==> src/rtl/riscv_ctrl_pkg.sv <==
// Shared types and constants for the multicycle RISC-V control unit:
// state and ALUOp encodings, opcode/ALUControl/ImmSrc constants, per-state control word.
package riscv_ctrl_pkg;

    typedef enum logic [3:0] {
        S_FETCH    = 4'd0,
        S_DECODE   = 4'd1,
        S_MEMADR   = 4'd2,
        S_MEMREAD  = 4'd3,
        S_MEMWB    = 4'd4,
        S_MEMWRITE = 4'd5,
        S_EXECUTER = 4'd6,
        S_EXECUTEI = 4'd7,
        S_ALUWB    = 4'd8,
        S_BEQ      = 4'd9,
        S_JAL      = 4'd10
    } state_e;

    typedef enum logic [1:0] {
        ALUOP_ADD   = 2'b00,
        ALUOP_SUB   = 2'b01,
        ALUOP_FUNCT = 2'b10
    } aluop_e;

    localparam logic [6:0] OP_LW     = 7'b0000011;
    localparam logic [6:0] OP_SW     = 7'b0100011;
    localparam logic [6:0] OP_RTYPE  = 7'b0110011;
    localparam logic [6:0] OP_ITYPE  = 7'b0010011;
    localparam logic [6:0] OP_JAL    = 7'b1101111;
    localparam logic [6:0] OP_BRANCH = 7'b1100011;

    localparam logic [2:0] ALU_ADD = 3'b000;
    localparam logic [2:0] ALU_SUB = 3'b001;
    localparam logic [2:0] ALU_AND = 3'b010;
    localparam logic [2:0] ALU_OR  = 3'b011;
    localparam logic [2:0] ALU_SLT = 3'b101;

    localparam logic [1:0] IMM_I = 2'b00;
    localparam logic [1:0] IMM_S = 2'b01;
    localparam logic [1:0] IMM_B = 2'b10;
    localparam logic [1:0] IMM_J = 2'b11;

    typedef struct packed {
        logic       pcupdate;
        logic       branch;
        logic       adrsrc;
        logic       memwrite;
        logic       irwrite;
        logic [1:0] resultsrc;
        logic [1:0] alusrca;
        logic [1:0] alusrcb;
        aluop_e     aluop;
        logic       regwrite;
    } ctrl_t;

    // Moore control word for each state; unlisted fields stay zero.
    function automatic ctrl_t state_ctrl(input state_e s);
        ctrl_t c;
        c       = '0;
        c.aluop = ALUOP_ADD;
        case (s)
            S_FETCH: begin
                c.irwrite   = 1'b1;
                c.alusrcb   = 2'b10;
                c.resultsrc = 2'b10;
                c.pcupdate  = 1'b1;
            end
            S_DECODE: begin
                c.alusrca = 2'b01;
                c.alusrcb = 2'b01;
            end
            S_MEMADR: begin
                c.alusrca = 2'b10;
                c.alusrcb = 2'b01;
            end
            S_MEMREAD:  c.adrsrc = 1'b1;
            S_MEMWB: begin
                c.resultsrc = 2'b01;
                c.regwrite  = 1'b1;
            end
            S_MEMWRITE: begin
                c.adrsrc   = 1'b1;
                c.memwrite = 1'b1;
            end
            S_EXECUTER: begin
                c.alusrca = 2'b10;
                c.aluop   = ALUOP_FUNCT;
            end
            S_EXECUTEI: begin
                c.alusrca = 2'b10;
                c.alusrcb = 2'b01;
                c.aluop   = ALUOP_FUNCT;
            end
            S_ALUWB:    c.regwrite = 1'b1;
            S_JAL: begin
                c.alusrca  = 2'b01;
                c.alusrcb  = 2'b10;
                c.pcupdate = 1'b1;
            end
            S_BEQ: begin
                c.alusrca = 2'b10;
                c.aluop   = ALUOP_SUB;
                c.branch  = 1'b1;
            end
            default: c = '0;
        endcase
        return c;
    endfunction

endpackage

==> src/rtl/alu_decoder.sv <==
// Combinational ALU decoder: ALUOp plus instruction fields -> 3-bit ALUControl.
module alu_decoder
    import riscv_ctrl_pkg::*;
(
    input  aluop_e     aluop,
    input  logic [2:0] funct3,
    input  logic       op5,
    input  logic       funct7b5,
    output logic [2:0] alucontrol
);

    // Select the ALU operation; op5 distinguishes R-type sub from I-type addi.
    always_comb begin
        alucontrol = ALU_ADD;
        case (aluop)
            ALUOP_ADD: alucontrol = ALU_ADD;
            ALUOP_SUB: alucontrol = ALU_SUB;
            ALUOP_FUNCT: begin
                case (funct3)
                    3'b000: begin
                        if (op5 && funct7b5) alucontrol = ALU_SUB;
                        else                 alucontrol = ALU_ADD;
                    end
                    3'b010:  alucontrol = ALU_SLT;
                    3'b110:  alucontrol = ALU_OR;
                    3'b111:  alucontrol = ALU_AND;
                    default: alucontrol = ALU_ADD;
                endcase
            end
            default: alucontrol = ALU_ADD;
        endcase
    end

endmodule

==> src/rtl/riscv_mc_controller.sv <==
// Multicycle RISC-V control FSM; control word registered alongside the state.
// Optional RISCV_MC_BNE_EN: BEQ state also takes bne (funct3=001) on ~Z.
module riscv_mc_controller
    import riscv_ctrl_pkg::*;
(
    input  logic       clk,
    input  logic       reset,
    input  logic [6:0] op,
    input  logic [2:0] funct3,
    input  logic       funct7b5,
    input  logic       Z,
    output logic       PCWrite,
    output logic       AdrSrc,
    output logic       MemWrite,
    output logic       IRWrite,
    output logic [1:0] ResultSrc,
    output logic [1:0] ALUSrcA,
    output logic [1:0] ALUSrcB,
    output logic [2:0] ALUControl,
    output logic [1:0] ImmSrc,
    output logic       RegWrite,
    output logic       illegal,
    output logic [3:0] state_dbg
);

    state_e state;
    state_e next_state;
    ctrl_t  ctrl;
    logic   taken;
    logic   op_ok;

    assign op_ok = (op == OP_LW) || (op == OP_SW) || (op == OP_RTYPE) ||
                   (op == OP_ITYPE) || (op == OP_JAL) || (op == OP_BRANCH);

    // Next-state selection.
    always_comb begin
        next_state = S_FETCH;
        case (state)
            S_FETCH:  next_state = S_DECODE;
            S_DECODE: begin
                if ((op == OP_LW) || (op == OP_SW)) next_state = S_MEMADR;
                else if (op == OP_RTYPE)            next_state = S_EXECUTER;
                else if (op == OP_ITYPE)            next_state = S_EXECUTEI;
                else if (op == OP_JAL)              next_state = S_JAL;
                else if (op == OP_BRANCH)           next_state = S_BEQ;
                else                                next_state = S_FETCH;
            end
            S_MEMADR: begin
                if (op == OP_SW) next_state = S_MEMWRITE;
                else             next_state = S_MEMREAD;
            end
            S_MEMREAD:  next_state = S_MEMWB;
            S_EXECUTER: next_state = S_ALUWB;
            S_EXECUTEI: next_state = S_ALUWB;
            S_JAL:      next_state = S_ALUWB;
            default:    next_state = S_FETCH;
        endcase
    end

    // State register; the control word is decoded from the state being entered.
    always_ff @(posedge clk) begin
        if (reset) begin
            state <= S_FETCH;
            ctrl  <= state_ctrl(S_FETCH);
        end else begin
            state <= next_state;
            ctrl  <= state_ctrl(next_state);
        end
    end

    // Branch condition evaluated from the live ALU zero flag.
    always_comb begin
        taken = 1'b0;
`ifdef RISCV_MC_BNE_EN
        case (funct3)
            3'b000:  taken = Z;
            3'b001:  taken = ~Z;
            default: taken = 1'b0;
        endcase
`else
        if (funct3 == 3'b000) taken = Z;
        else                  taken = 1'b0;
`endif
    end

    // Immediate format from the opcode.
    always_comb begin
        ImmSrc = IMM_I;
        case (op)
            OP_SW:     ImmSrc = IMM_S;
            OP_BRANCH: ImmSrc = IMM_B;
            OP_JAL:    ImmSrc = IMM_J;
            default:   ImmSrc = IMM_I;
        endcase
    end

    alu_decoder u_alu_decoder (
        .aluop      (ctrl.aluop),
        .funct3     (funct3),
        .op5        (op[5]),
        .funct7b5   (funct7b5),
        .alucontrol (ALUControl)
    );

    // Write enables are suppressed for as long as reset is held.
    assign PCWrite   = ~reset & (ctrl.pcupdate | (ctrl.branch & taken));
    assign IRWrite   = ~reset & ctrl.irwrite;
    assign RegWrite  = ~reset & ctrl.regwrite;
    assign MemWrite  = ~reset & ctrl.memwrite;
    assign illegal   = ~reset & (state == S_DECODE) & ~op_ok;
    assign AdrSrc    = ctrl.adrsrc;
    assign ResultSrc = ctrl.resultsrc;
    assign ALUSrcA   = ctrl.alusrca;
    assign ALUSrcB   = ctrl.alusrcb;
    assign state_dbg = state;

endmodule

==> config.mk <==
export PLATFORM = sky130hd
export DESIGN_NAME = riscv_mc_controller
export DESIGN_NICKNAME = d
export VERILOG_FILES = /design/src/rtl/riscv_ctrl_pkg.sv /design/src/rtl/alu_decoder.sv /design/src/rtl/riscv_mc_controller.sv
export SDC_FILE = /design/constraint.sdc
export NUM_CORES = 1
export LEC_CHECK = 0
export ABC_AREA = 1
export CAP_MARGIN = 20
export CORE_MARGIN = 10
export CORE_UTILIZATION = 45
export CTS_CLUSTER_DIAMETER = 80
export DETAILED_ROUTE_END_ITERATION = 7
export GPL_ROUTABILITY_DRIVEN = 0
export PLACE_DENSITY_LB_ADDON = 0.1
export SLEW_MARGIN = 20
export SYNTH_ARGS = -nofsm -noshare
export SYNTH_HDL_FRONTEND = slang
export SYNTH_SLANG_ARGS = --single-unit
==> constraint.sdc <==
create_clock -name clk -period 1.9 [get_ports clk]
set_input_delay 0.19 -clock clk [delete_from_list [all_inputs] [get_ports clk]]
set_output_delay 0.19 -clock clk [all_outputs]
set_load 0.02 [all_outputs]
==> impl_results.md, run 1 <==
* Die Ht at 64.2 microns
* Utilization after layout at 73.9%
* CP required at 1.71 ns
* Final routed DRC violation total at 0
* Synthesized area per cell at 6.71 sq um
* Overflow after GRT at 0
* Global-route wire length before repair at 3900 microns
* Cells after Synth at 131
* Fraction of layout cells with a size suffix above 1 at 15.8%
* Sequential share of the synthesized area at 36.4%
* Mux share of post-synthesis cell area at 0%
* Antenna diode count at 0
* Type of element launching the critical path: input port
* Status: complete, no violations
* Kind of end point of the critical path: output port
* Avg Vias per Cell at 4.73
* MaxCap Viol Count at 0
* Clock slew at the register clock pins of the worst setup and hold paths at 0.09 ns
* Buffer type at the clock tree root: clkbuf_4
* Worst voltage drop across the vdd grid at 0.000645 V
* Sum of routed wire length over all layers at 2250 microns
* Clock latency of the later-clocked register in the worst-skew pair at 0.28 ns
* CTS Buffer Depth at 2
* Static power due to leakage at 0.000657 uW
* Pwr dens at 541 nW/um^2
* Clock Sink Count at 16
* IO buf count at 34
* Async set-or-reset flop fraction in the synthesized netlist at 0%
* Dominant combinational cell family by area after synthesis: simple AND/OR/NAND/NOR gates
* Largest net degree at the start of global routing at 16
* Post-synth top flop: dfxtp_1
* Library cell with the highest instance count after synthesis: nand2_1
* Total global routing track utilization at 11.3%
* Starting utilization of the core area at 49.3%
* Share of the synthesized netlist area taken by xor and xnor gates at 0%
* Post-DR wirelength/cell at 11.5 microns
* Unrepaired setup endpoints after global routing: no
* Synth Area in Adders at 2.84%
* Die Width at 64.2 microns
* Total clock buffers created by CTS at 3
* Post-DP HPWL at 1930 microns
* Compound-Gate Fraction of Synth Area at 6.83%
* Leading cell types by total area after synthesis: dfxtp_1, nand2_1, inv_1
* Final-stage net count at 188
* # H-tree levels at 1
* Worst-margin pin slew at 0.249 ns
* Maximum fanout along the worst path at 15
* Max-Slew Margin vs Limit at 83.2%
* Number of setup violations in the final report at 0
* Final instance area at 1320 sq um
* Total Power at 713 uW
* Number of global-route vias before repair at 900
* DR pass1 iterations at 4
* Row count at 15
* Pins Over Slew Limit at 0
* Total number of yosys warnings at 0
* Clock tree from TritonCTS: done
* Number of failing hold endpoints at the final stage at 0
* Final WS setup at 0.159 ns
* Share of synthesized cell area in and, or, nand and nor gates at 36.8%
* Number of enable flip-flop cells after synthesis at 0
* Via count at 928
* CORE AREA at 1780 sq um
* Nets in the synthesized netlist at 147
* Sequential cell area in the final layout at 320 sq um
* Syn-to-layout area delta at 49.8%
* Achievable clock frequency at 574 MHz
* Area after DPL at 1290 sq um
* Most instantiated cells after synthesis: nand2_1, inv_1, dfxtp_1, nor2_1, nand3_1
* Distinct cell type count of the synthesized netlist at 22
* Initial antenna violation count at 0
* Worst Skew at 0.000673 ns
* Netlist area before placement at 880 sq um
* Share of the clock period used by the worst path at 91.6%
* Data arrival time of the worst path at 1.55 ns
* Area occupied by multi-input gates at 409 sq um
* Layout filler cell count at 152
* Post-route antenna net violation count at 0
* Path type of the worst setup path: in -> out
* Hold Worst Slack at 0.536 ns
* Die Area at 4120 sq um
* Top cell type by total area after synthesis: dfxtp_1
* Starting DRT DRC Count at 33
* Area share of the leading cell type in the synthesized netlist at 36.4%
* Classification of the worst-slack hold path: reg -> reg
* Count of boundary I/O pins at 35
* Final period demand of the worst path at 1.74 ns
* Pre-CTS setup slack at -0.0893 ns
* Flops & latches, synth at 16
[stage by stage]
stage               setup TNS [ns]  std cells
floorplan                        0        131
global placement           -0.0251        192
detailed placement          -0.170        192
CTS                              0        196
global route                     0        196
finish                           0        196
[layout make-up]
class | count | share of cell area, %
Timing Repair Buffer | 44 | 32.1
Multi-Input combinational cell | 81 | 31.1
Sequential cell | 16 | 24.3
Inverter | 26 | 7.41
Clock buffer | 4 | 2.75
Tap cell | 25 | 2.37
[final timing paths]
path | startpoint | end | slack (ns) | depth (start not counted)
worst max-delay path | reset | IRWrite | 0.16 | 4
worst min-delay path | state_dbg[1]$_SDFF_PP0_ | ResultSrc[0]$_SDFF_PP0_ | 0.54 | 2
worst max register to register | state_dbg[3]$_SDFF_PP0_ | ALUSrcB[0]$_SDFF_PP0_ | 0.49 | 11
worst min register to register | state_dbg[1]$_SDFF_PP0_ | ResultSrc[0]$_SDFF_PP0_ | 0.54 | 2
[where the power goes]
group / total, uW / switching (uW) / internal (uW)
combinational: 148 / 73.7 / 74.2
clock: 215 / 98.8 / 117
sequential: 349 / 3.54 / 346
total: 713 / 176 / 537
[registers in the layout, indices dropped and copies added, names as in the netlist]
register / flops
ALUSrcA: 2
AdrSrc: 1
ALUSrcB: 2
ResultSrc: 1
ctrl: 6
state_dbg: 4
[what timing repair did]
| item | in CTS | in global routing |
|---|---|---|
| endpoints found under the setup margin | 5 | 3 |
| buffers inserted | 0 | 0 |
| cloned | 0 | 0 |
| gates resized for setup | 5 | 5 |
| hold buffers | 0 | 0 |
[worst max-delay path, cell delays in order]
cell and delay (ns):
clkdlybuf4s50_1 0.47, buf_12 0.18, nor2_1 0.09, clkdlybuf4s50_1 0.61
[cell usage in the layout, fill, tap and decap left out]
cell type and count:
clkdlybuf4s50_1 27, nand2_1 25, inv_1 23, dfxtp_1 16, nor2_1 16, nand3_1 10
buf_4 9, a21oi_1 7, nand4_1 4, dlygate4sd2_1 4, nor3_1 3, nand2_2 3
inv_2 3, clkbuf_4 3, nor4_1 2, nor2_4 2, ha_1 2, dlymetal6s2s_1 2
a31oi_1 1, nand3_2 1, o21ai_2 1, nor2_2 1, nor3_2 1, o21ai_0 1
o21ai_1 1, clkbuf_8 1, clkbuf_2 1, buf_12 1
[cell families after synthesis]
| kind of cell | Yosys count |
|---|---|
| and+or+nand+nor | 68 |
| buffers and inverters | 34 |
| DFF | 16 |
| AOI/OAI and AO/OA | 11 |
| adders and majority gates | 2 |
[per-layer routing]
metal  share of wire [%]  up-vias  routed length (microns)  track usage (%)
met2                  52       27                     1160             20.6
met4                   0        0                        0             1.34
met1                  39      415                      879             11.4
met3                 9.3        0                      210             6.10
li1                    -      486                        -                -
met5                   0        -                        0                0
Power figures use the tool's default switching activity.
==> run 2: changes to the inputs <==
Settings changed: CORE_UTILIZATION 45 to 42.
Clock period 1.9 ns to 1.7 ns, I/O delays scaled along.
==> run 2 against run 1 <==
  * Sequential share of layout area decreased by 0.61 points
  * Setup slack lost 0.076 ns
  * Clock power grew 13%
  * Wire length is 4.4% higher
  * Sequential power increased by 12%
  * Clock-buffer cell count unchanged
  * Die area rose by 4.9%
  * Via count is 1.8% higher
  * Final area rose by 2.6%
  * Highest routed layer unchanged
==> impl_results.md, run 2 (same netlist as run 1, synthesis figures left out) <==
* Unrepaired setup endpoints after global routing: no
* DR pass1 iterations at 4
* Number of failing hold endpoints at the final stage at 0
* Startpoint of the worst-slack reg-to-reg timing path: state_dbg[3]$_SDFF_PP0_
* Worst voltage drop across the vdd grid at 0.000617 V
* Path type of the worst setup path: in -> out
* Row count at 16
* Cell Int Power at 599 uW
* Classification of the worst-slack hold path: reg -> reg
* Number of global-route vias before repair at 949
* Post-DR wirelength/cell at 11.5 microns
* Total global routing track utilization at 11.1%
* Worst Skew at 0.00292 ns
* CORE AREA at 1980 sq um
* Data arrival time of the worst path at 1.45 ns
* CTS Buffer Depth at 2
* Die Area at 4330 sq um
* Die Ht at 65.8 microns
* IO buf count at 34
* Fraction of power consumed by the clock network at 30.3%
* Logic pwr share at 20.8%
* Clock slew at the register clock pins of the worst setup and hold paths at 0.08 ns
* Achievable clock frequency at 619 MHz
* Share of the clock period used by the worst path at 95.1%
* CP required at 1.53 ns
* Clock latency of the later-clocked register in the worst-skew pair at 0.28 ns
* Cell Chain, Critical Path: clkdlybuf4s50_1, buf_4, nor2_1, clkdlybuf4s50_1
* Final routed DRC violation total at 0
* Sum of routed wire length over all layers at 2350 microns
* Maximum fanout along the worst path at 8
* Post-DP HPWL at 1940 microns
* Sw Share at 25.0%
* Starting DRT DRC Count at 32
* Total clock buffers created by CTS at 3
* Initial antenna violation count at 0
* Buffer type at the clock tree root: clkbuf_4
* Total Power at 799 uW
* Largest stage delay on the critical path at 0.61 ns
* Via count at 945
* Critical Path Most Common Cell: clkdlybuf4s50_1
* Post-route antenna net violation count at 0
* Max-Slew Margin vs Limit at 84.8%
* Clock Sink Count at 16
* Hold path startpoint: state_dbg[1]$_SDFF_PP0_
* Antenna diode count at 0
* Type of element launching the critical path: input port
* Most flop-heavy register: ctrl
* Register share of total power at 48.9%
* # H-tree levels at 1
* Status: complete, no violations
* Utilization after layout at 68.2%
* Kind of end point of the critical path: output port
* Final-stage net count at 194
* Hold Worst Slack at 0.524 ns
* Syn-to-layout area delta at 53.6%
* MaxCap Viol Count at 0
* Worst-margin pin slew at 0.228 ns
* Clock tree from TritonCTS: done
* Avg Vias per Cell at 4.63
* Global-route wire length before repair at 3930 microns
* CP max-delay cell: clkdlybuf4s50_1
* Pins Over Slew Limit at 0
* Origin of the worst setup path: reset
* Reported net switching power at 200 uW
* Overflow after GRT at 0
* Number of setup violations in the final report at 0
* Largest net degree at the start of global routing at 10
* Fraction of layout cells with a size suffix above 1 at 20.3%
* Max FFs per register at 6
* Starting utilization of the core area at 44.4%
* Die Width at 65.8 microns
* Static power due to leakage at 0.000662 uW
* Final period demand of the worst path at 1.62 ns
* Count of boundary I/O pins at 35
* Pwr dens at 591 nW/um^2
* Highest-count cells in the layout ignoring fill and taps: clkdlybuf4s50_1, nand2_1, inv_1
* Most common library cell in the layout ignoring fill and taps: clkdlybuf4s50_1
-- run 2: cell types whose count changed in the layout (fill, tap and decap cells not counted), sizes merged --
cell           change
buf                +7
clkdlybuf4s15      +2
dlygate4sd2        -2
clkbuf             +1
clkdlybuf4s50      -1
dlymetal6s2s       -1
-- run 2: final timing paths --
path / cells past startpoint / to / slack, ns
hold / removal: 2 / AdrSrc$_SDFF_PP0_ / 0.52
hold reg to reg: 2 / AdrSrc$_SDFF_PP0_ / 0.52
setup reg to reg: 9 / ALUSrcA[0]$_SDFF_PP0_ / 0.29
setup / recovery: 4 / IRWrite / 0.08
-- run 2: what timing repair did --
action / CTS / global route
buffers inserted: 0 / 0
hold buffers: 0 / 0
endpoints found under the setup margin: 7 / 6
gates resized for setup: 12 / 9
-- run 2: power groups by stage --
stage | sequential (uW) | clock [uW] | combinational (uW)
detailed placement | 399 | 0 | 169
finish | 391 | 242 | 166
floorplan | 404 | 0 | 81.3
global placement | 399 | 0 | 166
CTS | 391 | 252 | 168
global route | 392 | 271 | 183
-- run 2: per-layer routing --
layer | track usage, % | vias up | wire length, microns | part of all wire, %
met5 | 0 | - | 0 | 0
met4 | 2.94 | 0 | 0 | 0
met3 | 5.93 | 0 | 225 | 9.6
met2 | 19.6 | 23 | 1200 | 51
met1 | 11.2 | 423 | 924 | 39
li1 | - | 499 | - | -
-- run 2: metrics by stage --
stage / instance area (sq um) / worst slack [ns] / cells / TNS [ns]
final: 1350 / 0.0834 / 204 / 0
after global routing: 1350 / 0.000915 / 204 / 0
after CTS: 1350 / 0.00938 / 204 / 0
after detailed placement: 1320 / -0.242 / 200 / -1.24
after floorplan: 880 / 0.136 / 131 / 0
after global placement: 1320 / -0.186 / 200 / -0.821
-- run 2: layout make-up --
class,count,area [sq um]
Sequential cell,16,320
Clock buffer,4,36.3
Fill cell,186,631
Inverter,26,97.6
Multi-Input combinational cell,81,415
Tap cell,27,33.8
Timing Repair Buffer,50,448
-- run 2: critical path, delay by kind of cell --
family,cells,cell delay [ns]
buffers and inverters,3,1.18
AND/OR/NAND/NOR,1,0.10
==> run 3: changes to the inputs <==
Settings changed: CORE_MARGIN 10 to 2.
==> run 3 against run 2 <==
  * Final area is 1.5% higher
  * Global-route usage is 7.9 points higher
  * Non-clock buffer count is 1 higher
  * Critical endpoint is now illegal
  * Critical path type is now reg -> out
  * Critical path depth is 2 higher
  * Core utilization is 1.7 points higher
  * Combinational power hardly changed
  * Sequential cell count stayed put
  * Via count is 0.11% lower
  * First-iteration DRC count is 47% lower
  * Die area is 43% lower
  * Clock-buffer cell count stayed put
  * Maximum frequency is 1.0% lower
==> impl_results.md, run 3 (same netlist as run 1, synthesis figures left out) <==
* Row count at 16
* Syn-to-layout area delta at 55.9%
* Largest stage delay on the critical path at 0.34 ns
* Clock tree from TritonCTS: done
* Post-DP HPWL at 1640 microns
* Final TNS setup at 0 ns
* Die Area at 2480 sq um
* Static power due to leakage at 0.000699 uW
* Total global routing track utilization at 19.0%
* Initial antenna violation count at 0
* Most flop-heavy register: ctrl
* Maximum fanout along the worst path at 5
* Highest-count cells in the layout ignoring fill and taps: nand2_1, clkdlybuf4s50_1, inv_1
* Worst Reg-to-Reg Cells at 9
* Area occupied by multi-input gates at 415 sq um
* Crit path max-delay family: simple AND/OR/NAND/NOR gates
* Total Power at 808 uW
* Fraction of power consumed by the clock network at 31.2%
* CORE AREA at 1960 sq um
* Path type of the worst setup path: reg -> out
* Origin of the worst setup path: state_dbg[3]$_SDFF_PP0_
* Non-filler cells in the finished layout at 205
* Worst Skew at 0.00467 ns
* Most common library cell in the layout ignoring fill and taps: nand2_1
* Critical R2R Capture: ALUSrcA[1]$_SDFF_PP0_
* Post-route antenna net violation count at 0
* Die Ht at 49.8 microns
* Worst-margin pin slew at 0.225 ns
* Sum of routed wire length over all layers at 2100 microns
* # H-tree levels at 1
* Global-route wire length before repair at 3670 microns
* IO buf count at 34
* Count of boundary I/O pins at 35
* Worst path bufs/invs at 2
* Kind of end point of the critical path: output port
* Reported net switching power at 209 uW
* Sw Share at 25.8%
* Clock Sink Count at 16
* Pwr dens at 589 nW/um^2
* Achievable clock frequency at 612 MHz
* Starting DRT DRC Count at 17
* Post-CTS Setup Bufs at 0
* Unrepaired setup endpoints after global routing: yes
* Sequential cell area in the final layout at 320 sq um
* Max FFs per register at 6
* Layout filler cell count at 194
* Worst voltage drop across the vdd grid at 0.000353 V
* Number of failing hold endpoints at the final stage at 0
* Cell Int Power at 599 uW
* Total clock buffers created by CTS at 3
* Register share of total power at 48.4%
* Status: complete, no violations
* Utilization after layout at 69.9%
* Clock latency of the later-clocked register in the worst-skew pair at 0.29 ns
* Share of the clock period used by the worst path at 96.1%
* Startpoint of the worst-slack reg-to-reg timing path: state_dbg[2]$_SDFF_PP0_
* MaxCap Viol Count at 0
* Die Width at 49.8 microns
* Fraction of layout cells with a size suffix above 1 at 19.7%
* Levels on crit path at 6
* Avg Vias per Cell at 4.60
* Final routed DRC violation total at 0
* CP max-delay cell: dfxtp_1
* Logic pwr share at 20.4%
* Number of global-route vias before repair at 913
* Final period demand of the worst path at 1.63 ns
* Pins Over Slew Limit at 0
* DR pass1 iterations at 4
* Capturing instance or port of the critical path: illegal
* CP required at 1.53 ns
* Post-Place Cells at 201
* Buffer type at the clock tree root: clkbuf_4
* Via count at 944
* Data arrival time of the worst path at 1.46 ns
* Overflow after GRT at 0
* CTS Buffer Depth at 2
* Hold path startpoint: state_dbg[1]$_SDFF_PP0_
* Cell Chain, Critical Path: nor2_2, inv_2, nor2_4, nand2_1, nor3_1, clkdlybuf4s15_1
* Type of element launching the critical path: register
* Final-stage net count at 195
* Classification of the worst-slack hold path: reg -> reg
* Flop-to-flop setup slack at 0.30 ns
* Number of setup violations in the final report at 0
* Clock slew at the register clock pins of the worst setup and hold paths at 0.09 ns
* Post-CTS Hold Buffers at 0
* Largest net degree at the start of global routing at 12
* Area after DPL at 1330 sq um
* Antenna diode count at 0
* Starting utilization of the core area at 44.8%
* Max-Slew Margin vs Limit at 84.9%
* Post-DR wirelength/cell at 10.2 microns
* Final instance area at 1370 sq um
-- run 3: final cells by class --
type	instances	area share, %
Tap cell	27	2.46
Sequential cell	16	23.4
Clock buffer	4	2.65
Timing Repair Buffer	51	34.1
Inverter	26	7.12
Multi-Input combinational cell	81	30.3
-- run 3: power groups by stage --
stage	combinational (uW)	sequential (uW)	clock (uW)
after global placement	164	399	0
after detailed placement	166	400	0
after CTS	165	391	256
after global routing	180	393	275
after floorplan	81.3	404	0
final	165	391	252
-- run 3: through the flow --
stage	setup WS, ns	hold slack [ns]
finish	0.0670	0.544
global route	-0.0323	0.576
CTS	0.0240	0.541
detailed placement	-0.230	0.519
global placement	-0.176	0.527
floorplan	0.136	0.425
-- run 3: worst min-delay path by stage --
stage | end | slack [ns] | depth (start not counted)
3_3_place_gp | ResultSrc[0]$_SDFF_PP0_ | 0.53 | 2
4_1_cts | ResultSrc[0]$_SDFF_PP0_ | 0.54 | 2
3_5_place_dp | ResultSrc[0]$_SDFF_PP0_ | 0.52 | 2
5_1_grt | ResultSrc[0]$_SDFF_PP0_ | 0.58 | 2
2_1_floorplan | ALUSrcB[0]$_SDFF_PP0_ | 0.43 | 4
6_report | ResultSrc[0]$_SDFF_PP0_ | 0.54 | 2
-- run 3: timing repair --
| item | CTS | global route |
|---|---|---|
| hold endpoints to repair | 0 | 0 |
| setup endpoints to repair | 7 | 8 |
| resized for setup | 11 | 8 |
-- run 3: tightest hold or removal path: stages, from the launching register on --
cell and delay (ns):
dfxtp_1 0.35, nand3_1 0.11, nor2_1 0.04
-- run 3: routing by layer --
metal  global-route usage, %  wire length [microns]
met1                    22.9                    962
met3                    2.73                     87
met5                       0                      0
met2                    33.6                   1020
met4                    7.87                     23
